File: config.mk
export PLATFORM = sky130hd
export DESIGN_NAME = mean_filter_scheduler
export DESIGN_NICKNAME = d
export VERILOG_FILES = /design/src/rtl/mean_filter_pkg.sv /design/src/rtl/mean_filter_tag_pipe.sv /design/src/rtl/mean_filter_scheduler.sv
export SDC_FILE = /design/constraint.sdc
export NUM_CORES = 1
export LEC_CHECK = 0
export BUFFER_PORTS_ARGS = -buffer_cell sky130_fd_sc_hd__buf_2
export CELL_PAD_IN_SITES_DETAIL_PLACEMENT = 1
export CELL_PAD_IN_SITES_GLOBAL_PLACEMENT = 2
export CORE_ASPECT_RATIO = 0.6
export CORE_MARGIN = 2
export CORE_UTILIZATION = 37
export CTS_CLUSTER_SIZE = 25
export DETAILED_ROUTE_END_ITERATION = 7
export PLACE_DENSITY = 0.81
export SYNTH_ARGS = -nofsm -noshare
export SYNTH_HDL_FRONTEND = slang
export SYNTH_SLANG_ARGS = --single-unit
File: constraint.sdc
create_clock -name clk -period 7.05 [get_ports clk]
set_clock_uncertainty 0.1 [all_clocks]
set_input_delay 1.41 -clock clk [delete_from_list [all_inputs] [get_ports clk]]
set_output_delay 1.41 -clock clk [all_outputs]
set_load 0.02 [all_outputs]
File: src/rtl/mean_filter_pkg.sv
// Shared types and helpers for the MeanFilter frame scheduler.
package mean_filter_pkg;

    typedef enum logic [1:0] {
        IDLE,
        RUN,
        DRAIN,
        DONE
    } state_t;

    localparam int TAG_COORD_WIDTH = 11;

    typedef struct packed {
        logic                       valid;
        logic [TAG_COORD_WIDTH-1:0] col;
        logic [TAG_COORD_WIDTH-1:0] row;
        logic                       border;
        logic                       last;
    } tag_t;

    function automatic int latency(input int sum_stage);
        return sum_stage + 1;
    endfunction

    function automatic int border_radius(input int window_width);
        return (window_width - 1) / 2;
    endfunction

endpackage

File: src/rtl/mean_filter_tag_pipe.sv
// Tag shift register that tracks the MeanFilter pipeline, one stage per filter cycle.
module mean_filter_tag_pipe
    import mean_filter_pkg::*;
#(
    parameter int DEPTH = 4
) (
    input  logic clk,
    input  logic rst,
    input  logic enable,
    input  tag_t tag_in,
    output tag_t tag_out
);

    tag_t stage [DEPTH];

    // Held empty while the filter is disabled so a new frame never starts with a stale tail.
    always_ff @(posedge clk or posedge rst) begin
        if (rst) begin
            for (int i = 0; i < DEPTH; i++) stage[i] <= '0;
        end else if (enable) begin
            stage[0] <= tag_in;
            for (int i = 1; i < DEPTH; i++) stage[i] <= stage[i-1];
        end else begin
            for (int i = 0; i < DEPTH; i++) stage[i] <= '0;
        end
    end

    assign tag_out = stage[DEPTH-1];

endmodule

File: src/rtl/mean_filter_scheduler.sv
// Frame sequencer for MeanFilter: raster window requests plus a latency-matched coordinate tag.
//  state | meaning
//  IDLE  | waiting for start
//  RUN   | requesting windows in raster order
//  DRAIN | flushing the last L filter cycles
//  DONE  | one-cycle done pulse
module mean_filter_scheduler
    import mean_filter_pkg::*;
#(
    parameter int COLOR_WIDTH  = 12,
    parameter int WINDOW_WIDTH = 3,
    parameter int SUM_STAGE    = 3,
    parameter int COORD_WIDTH  = TAG_COORD_WIDTH,
    parameter int BORDER_MODE  = 0
) (
    input  logic                   clk,
    input  logic                   rst,
    input  logic                   start,
    input  logic [COORD_WIDTH-1:0] img_width,
    input  logic [COORD_WIDTH-1:0] img_height,
    output logic                   busy,
    output logic                   done,
    output logic                   win_req,
    input  logic                   win_valid,
    output logic [COORD_WIDTH-1:0] win_col,
    output logic [COORD_WIDTH-1:0] win_row,
    output logic                   flt_enable,
    input  logic                   flt_ready,
    input  logic [COLOR_WIDTH-1:0] flt_data,
    output logic                   out_valid,
    output logic [COLOR_WIDTH-1:0] out_data,
    output logic [COORD_WIDTH-1:0] out_col,
    output logic [COORD_WIDTH-1:0] out_row,
    output logic                   out_border,
    output logic                   out_last,
    output logic                   err
);

    localparam int L       = latency(SUM_STAGE);
    localparam int R       = border_radius(WINDOW_WIDTH);
    localparam int CW      = COORD_WIDTH;
    localparam int DRAIN_W = $clog2(L) + 1;

    state_t               state;
    logic [CW-1:0]        width_q, height_q, col, row;
    logic [DRAIN_W-1:0]   drain_cnt;
    logic                 xfer, at_last_col, at_last_row, border;
    tag_t                 tag_in, tag_out;

    assign xfer        = win_req & win_valid;
    assign at_last_col = (col == width_q - CW'(1));
    assign at_last_row = (row == height_q - CW'(1));

    // Widened by one bit so w-1-R cannot underflow on tiny images.
    assign border = ({1'b0, col} < (CW+1)'(R))
                  | (({1'b0, col} + (CW+1)'(R + 1)) > {1'b0, width_q})
                  | ({1'b0, row} < (CW+1)'(R))
                  | (({1'b0, row} + (CW+1)'(R + 1)) > {1'b0, height_q});

    always_ff @(posedge clk or posedge rst) begin
        if (rst) begin
            state      <= IDLE;
            width_q    <= '0;
            height_q   <= '0;
            col        <= '0;
            row        <= '0;
            drain_cnt  <= '0;
            busy       <= 1'b0;
            done       <= 1'b0;
            win_req    <= 1'b0;
            flt_enable <= 1'b0;
        end else begin
            done <= 1'b0;
            case (state)
                IDLE: if (start) begin
                    width_q  <= img_width;
                    height_q <= img_height;
                    col      <= '0;
                    row      <= '0;
                    busy     <= 1'b1;
                    if (img_width == '0 || img_height == '0) begin
                        state <= DONE;
                        done  <= 1'b1;
                    end else begin
                        state      <= RUN;
                        win_req    <= 1'b1;
                        flt_enable <= 1'b1;
                    end
                end
                RUN: if (xfer) begin
                    if (at_last_col) begin
                        col <= '0;
                        if (at_last_row) begin
                            state     <= DRAIN;
                            win_req   <= 1'b0;
                            drain_cnt <= DRAIN_W'(L - 1);
                        end else begin
                            row <= row + CW'(1);
                        end
                    end else begin
                        col <= col + CW'(1);
                    end
                end
                DRAIN: if (drain_cnt == '0) begin
                    state      <= DONE;
                    flt_enable <= 1'b0;
                    done       <= 1'b1;
                end else begin
                    drain_cnt <= drain_cnt - DRAIN_W'(1);
                end
                DONE: begin
                    state <= IDLE;
                    busy  <= 1'b0;
                end
                default: state <= IDLE;
            endcase
        end
    end

    assign win_col = col;
    assign win_row = row;

    always_comb begin
        tag_in        = '0;
        tag_in.valid  = xfer;
        tag_in.col    = TAG_COORD_WIDTH'(col);
        tag_in.row    = TAG_COORD_WIDTH'(row);
        tag_in.border = border;
        tag_in.last   = at_last_col & at_last_row;
    end

    mean_filter_tag_pipe #(
        .DEPTH (L)
    ) u_tag_pipe (
        .clk     (clk),
        .rst     (rst),
        .enable  (flt_enable),
        .tag_in  (tag_in),
        .tag_out (tag_out)
    );

    assign out_valid = tag_out.valid & flt_enable;

    always_comb begin
        out_data   = '0;
        out_col    = '0;
        out_row    = '0;
        out_border = 1'b0;
        out_last   = 1'b0;
        if (out_valid) begin
            out_col    = CW'(tag_out.col);
            out_row    = CW'(tag_out.row);
            out_border = tag_out.border;
            out_last   = tag_out.last;
            out_data   = (BORDER_MODE == 1 && tag_out.border) ? '0 : flt_data;
        end
    end

    always_ff @(posedge clk or posedge rst) begin
        if (rst)                        err <= 1'b0;
        else if (out_valid & ~flt_ready) err <= 1'b1;
    end

endmodule

# Yosys cells after proc, flatten, opt, wreduce, memory -nomap -nowiden

Index checks and enable logic that the tools add are counted.

Word-level logic and storage cells: 120
Flip-flop bits (word level): 154

Multiplexer cells: 40
Order comparisons: 4
Reductions and logical operators: 17
Bitwise logic cells: 8
$add $sub $neg: 7
Eq/ne operators: 13

Operators by type and width:

| kind                    | number |
|---|---|
| $mux W100               | 1 |
| $mux W11                | 8 |
| $pmux W11 S2            | 2 |
| $add A11 B2 Y12 const B | 2 |
| $gt A12 B11 Y1          | 2 |
| $add A11 B1 Y11 const B | 2 |
| $eq A11 B11 Y1          | 2 |
| $logic_not A11 Y1       | 2 |
| $lt A11 B1 Y1 const B   | 2 |
| $sub A11 B1 Y11 const B | 2 |
| $ne A2 B2 Y1 const B    | 8 |
| $reduce_and A5 Y1       | 3 |
| $mux W1                 | 12 |
| $mux W12                | 1 |
| $mux W2                 | 6 |
| $mux W3                 | 4 |
| $pmux W1 S2             | 4 |
| $pmux W2 S4             | 1 |
| $reduce_bool A2 Y1      | 4 |
| $pmux W3 S2             | 1 |
| $reduce_and A6 Y1       | 1 |
| $and A1 B1 Y1           | 4 |
| $eq A2 B2 Y1 const B    | 2 |
| $reduce_and A2 Y1       | 2 |
| other kinds (9)         | 11 |

# Logic depth before layout (Yosys ltp)

Depth after elaboration: 6
Gate-level depth with buffers: 13
Mapped depth without buffers: 12

# Cells and area by module

A second synthesis with hierarchy kept.

Cells, all modules: 832
Area total of the unflattened synthesis: 8505.7 sq um

By module, submodules not included:

| module                | instances | area an instance (sq um) | seq. area each (sq um) | cells an instance |
|---|---|---|---|---|
| mean_filter_scheduler | 1         | 5011.1                   | 1351.3                 | 596 |
| mean_filter_tag_pipe  | 1         | 3494.6                   | 2502.4                 | 236 |

# Worst setup path before layout

No wires, ideal clock.

Path type: input to output
Start point: input flt_data[0]
End point: output out_data[0]
Path buffers: 0
Cell stages on the path: 1
Path slack: 3.877 ns
Arrival time: 1.663 ns
Data required time: 5.540 ns
Cells stage by stage: and3_1

Longest elaborated chain between the ends: 1

RTL lines:

| item               | RTL line                     | source |
|---|---|---|
| start: declaration | mean_filter_scheduler.sv:29  | `input logic [COLOR_WIDTH-1:0] flt_data,` |
| $mux W12           | mean_filter_scheduler.sv:150 | `if (out_valid) begin` |
| end: declaration   | mean_filter_scheduler.sv:31  | `output logic [COLOR_WIDTH-1:0] out_data,` |

Every way passes these cells.

# Final worst setup path

Start point: register flt_enable
End point: output out_row[5]

Longest elaborated chain between the ends: 2

RTL lines:

| item                     | RTL line                     | source |
|---|---|---|
| start: declaration       | mean_filter_scheduler.sv:27  | `output logic flt_enable,` |
| start signal: assignment | mean_filter_scheduler.sv:71  | `flt_enable <= 1'b0;` |
| start signal: assignment | mean_filter_scheduler.sv:87  | `flt_enable <= 1'b1;` |
| start signal: assignment | mean_filter_scheduler.sv:106 | `flt_enable <= 1'b0;` |
| $and A1 B1 Y1            | mean_filter_scheduler.sv:142 | `assign out_valid = tag_out.valid & flt_enable;` |
| $mux W11                 | mean_filter_scheduler.sv:150 |  |
| end: declaration         | mean_filter_scheduler.sv:33  | `output logic [COORD_WIDTH-1:0] out_row,` |

Every way passes these cells.

==> results.md <==
Timing:
- At the pin with the least slew margin, the transition time is 1.04 ns.
- Setup repair after global routing left no endpoint under its margin.
- Setup violations remaining at the end of the flow were counted as 0.
- The accumulated negative setup slack is 0 ns.
- The maximum achievable frequency is 0.260 GHz.
- The final max-slew violation count was 0.
- The shortest clock period the worst path allows after layout is 3.85 ns.
- The number of hold-slack violations in the final timing report is 0.
- Headroom to the max-slew limit came out at 0.308.
- In the finished design, the share of the clock period the worst path needs comes to 0.547.

Floorplan:
- After floorplanning, the core was divided into 41 placement rows.
- The die is 117 um tall.
- The standard cell core area is 21,000 um^2.
- The initial utilization of the core area, before any placement, comes to 0.377.
- The width of the die is 193 um.
- The total die area is 22,600 um^2.
- Pin placement for this block handled 103 I/O pins.

Yosys:
- After synthesis, the most frequently instantiated cells are 154 x sky130_fd_sc_hd__dfrtp_1, 93 x sky130_fd_sc_hd__and2_1, 45 x sky130_fd_sc_hd__and3_1.
- For this run, asynchronously set or reset flops after synthesis account for 1.00.
- The synthesized design spends more area on one cell type than any other, namely sky130_fd_sc_hd__dfrtp_1.
- During synthesis, Yosys emitted a total of 0 warnings.
- The number of flops mapped to enable cells by yosys is 0.
- Synthesis produced a netlist with a net count of 846.
- The most used standard cell by instance count after synthesis is sky130_fd_sc_hd__dfrtp_1.
- The share of synthesized area in the top cell type comes to 0.486.
- The cell area that synthesis handed to floorplanning was 7930 um^2.
- The count of distinct cell types in the synthesized netlist is 71.
- After synthesis, the cell types taking the most area are sky130_fd_sc_hd__dfrtp_1 49%, sky130_fd_sc_hd__and2_1 7.3%, sky130_fd_sc_hd__ha_1 6.0%.
- The gate count of the mapped netlist is 769.
- The synthesized area per cell is 10.3 um^2.
- The leading register cell type out of synthesis is sky130_fd_sc_hd__dfrtp_1.
- The post-synthesis register bit count is 154.
- The share of the Yosys chip area taken by registers is 0.486.

Clock tree:
- Buffers inserted to repair hold after CTS numbered 0.
- The clock drives 154 sinks.
- Counting along the longest clock path gives a buffer depth of 2.
- The clock-pin slew of the registers on the worst-case setup and hold paths is 0.06 ns.
- The H-tree was split into 4 levels.
- The total clock buffers created by CTS is 17.
- The TritonCTS clock tree is built.
- The cell at the root of the clock tree is sky130_fd_sc_hd__clkbuf_16.
- At the later pin of the worst-skew pair, clock insertion delay measures 0.44 ns.
- The total setup buffers inserted after CTS is 0.
- In this run, post-CTS repair resized a total of 0 instances.

Critical path:
- The data arrival at the endpoint of the critical path is 2.34 ns.
- The required time of the worst setup path is 5.54 ns.
- The critical-path maximum fanout is 69.
- The most critical setup path has its startpoint at flt_enable.
- The critical path buffer and inverter count is 2.
- The nature of the critical path startpoint is a register.
- The worst setup path is captured at an output port.
- Traced cell by cell, the critical path runs through buf_4, and3_1, buf_2.
- The cell count of the worst reg-to-reg path is 10.
- The type of the worst setup path is reg2out.
- The slowest stage of the critical path belongs to the cell sky130_fd_sc_hd__dfrtp_2.
- The worst reg2reg path endpoint is u_tag_pipe.stage[76].
- The internal reg-to-reg setup slack is 3.73 ns.
- In this run the critical register-to-register path is launched from win_col[1].
- The critical path's largest stage delay is 0.87 ns.
- The kind of cell adding the most delay to the critical path is flip-flops.

Global route:
- The first global-routing pass estimated 32,200 um of wire.
- Entering global routing, the biggest net connects 99 pins.
- The overall track demand over capacity in global routing is 0.185.
- The number of antenna violations at the first check in global routing is 0.
- The via count of the first global-routing pass is 5,829.
- Summed over all layers, the global routing overflow is 0.

Placed design:
- Routability-driven placement finished with a final weighted congestion of 0.835.
- The number of buffers inserted by port buffering is 102.
- The total half-perimeter wirelength after legalization and detailed placement is 14,300 um.

Routing:
- The count of nets left with antenna violations once routing finished came out at 0.
- The residual DRC count is 0.
- The final routed wirelength across all metal layers is 19,500 um.
- In the routed layout, each cell is associated on average with a via count of 5.04.
- The first-pass iteration count of the detailed router is 4.
- The routed length per instance is 17.2 um.
- The number of DRC markers after the initial detailed-route iteration is 281.
- The routed layout has 5,726 vias.

Worst hold path:
- Counting instances, the worst hold path has a depth of 1.
- The launch instance of the worst min-delay path is u_tag_pipe.stage[91].
- In this run the worst hold path is classified as reg2reg.
- The worst hold path terminates at u_tag_pipe.stage[66].

Layout:
- The number of diodes added for antenna fixing is 0.
- The layout has 2,393 filler cells.
- In the final layout, the share of cells above drive strength 1 is 0.204.
- Once layout is complete, the utilization of the core stands at 0.436.
- The net total in the final layout is 922.
- The signed area change from the synthesized netlist to the final layout is 15.6%.

Outcome:
- The flow ran to the end, and the final reports show no timing, DRC or antenna violations.

Pwr:
- The power density relative to cell area is 196 nW/um^2.
- VDD sags by at most 0.228 mV.
- The leakage component of the power is 4.70 nW.

Job:
- Across the run, the number of max-cap violations was 0.
cells in the final DEF (no fill, tap or decap), types with 4 or more instances in the layout:
cell type and n:
sky130_fd_sc_hd__dfrtp_1 153, sky130_fd_sc_hd__buf_2 102, sky130_fd_sc_hd__and2_1 93, sky130_fd_sc_hd__and3_1 45, sky130_fd_sc_hd__nor2_1 44, sky130_fd_sc_hd__inv_1 39
sky130_fd_sc_hd__nand2_1 38, sky130_fd_sc_hd__ha_1 38, sky130_fd_sc_hd__nand3_1 30, sky130_fd_sc_hd__xnor2_1 27, sky130_fd_sc_hd__mux2_2 23, sky130_fd_sc_hd__xor2_1 23
sky130_fd_sc_hd__a21oi_1 18, sky130_fd_sc_hd__clkbuf_16 17, sky130_fd_sc_hd__nor3_1 16, sky130_fd_sc_hd__o21ai_0 15, sky130_fd_sc_hd__nor2b_1 11, sky130_fd_sc_hd__nor4_1 10
sky130_fd_sc_hd__nand4_1 9, sky130_fd_sc_hd__inv_6 6, sky130_fd_sc_hd__nand2b_1 5, sky130_fd_sc_hd__or3_1 5, sky130_fd_sc_hd__o211ai_1 4, sky130_fd_sc_hd__mux2i_1 4
sky130_fd_sc_hd__o21a_1 4
worst max-delay path by stage:
stage / to / cells past startpoint
finish: out_row[5] / 3
CTS: out_data[6] / 3
detailed placement: win_req / 7
global placement: win_req / 7
global route: out_data[2] / 3
floorplan: busy / 1
power by group:
group	switching, mW	total (mW)	leakage (nW)	internal [mW]
clock	0.381	0.883	0.278	0.502
combinational	0.0224	0.0311	2.30	0.00865
sequential	0	0.884	2.12	0.884
cells by family (layout without fill, tap and decap cells):
kind of cell,Yosys count,in the layout,synth area share
adder cells (fa/ha/maj),38,38,0.0600
multiplexers,27,27,0.0377
AND/OR/NAND/NOR,333,333,0.241
buffers and inverters,88,177,0.0467
AO/OA/AOI/OAI,79,79,0.0729
XOR/XNOR,50,50,0.0552
flip-flops,154,154,0.486
metal layers:
| layer | vias to the layer above | track usage | share of wire |
|---|---|---|---|
| li1 | 2775 | - | - |
| met1 | 2817 | 0.284 | 0.53 |
| met2 | 120 | 0.259 | 0.41 |
| met3 | 14 | 0.0461 | 0.055 |
| met4 | 0 | 0.0483 | 0.0093 |
| met5 | - | 0 | 0 |
per-stage QoR:
| step | power (mW) | cells | hold WS, ns | instance area [um^2] | setup slack (ns) |
|---|---|---|---|---|---|
| after CTS | 1.83 | 1137 | 0.350 | 9160 | 3.13 |
| final | 1.80 | 1137 | 0.351 | 9160 | 3.20 |
| after detailed placement | 0.933 | 1105 | 0.342 | 8590 | 3.22 |
| after global routing | 1.87 | 1137 | 0.362 | 9160 | 2.94 |
| after global placement | 0.932 | 1105 | 0.335 | 8590 | 3.38 |
| after floorplan | 0.914 | 769 | 0.334 | 7930 | 1.39 |
layout make-up:
cell class	count	area, um^2	share of cell area
flip-flops and latches	154	3850	0.421
multi-input cells	527	3700	0.404
repair buffers	104	526	0.0573
clock buffers	18	439	0.0479
well taps	279	349	0.0381
inverters	41	159	0.0173
clock inverters	14	134	0.0146
flip-flops by register name (all words and copies together), names as in the netlist, 2 cells and up:
signal / flops
win_col: 11
u_tag_pipe.stage: 75
u_tag_pipe.tag_out: 25
width_q: 11
win_row: 11
height_q: 11
state: 2
drain_cnt: 3
No activity file was read; power rests on OpenSTA's default activity.
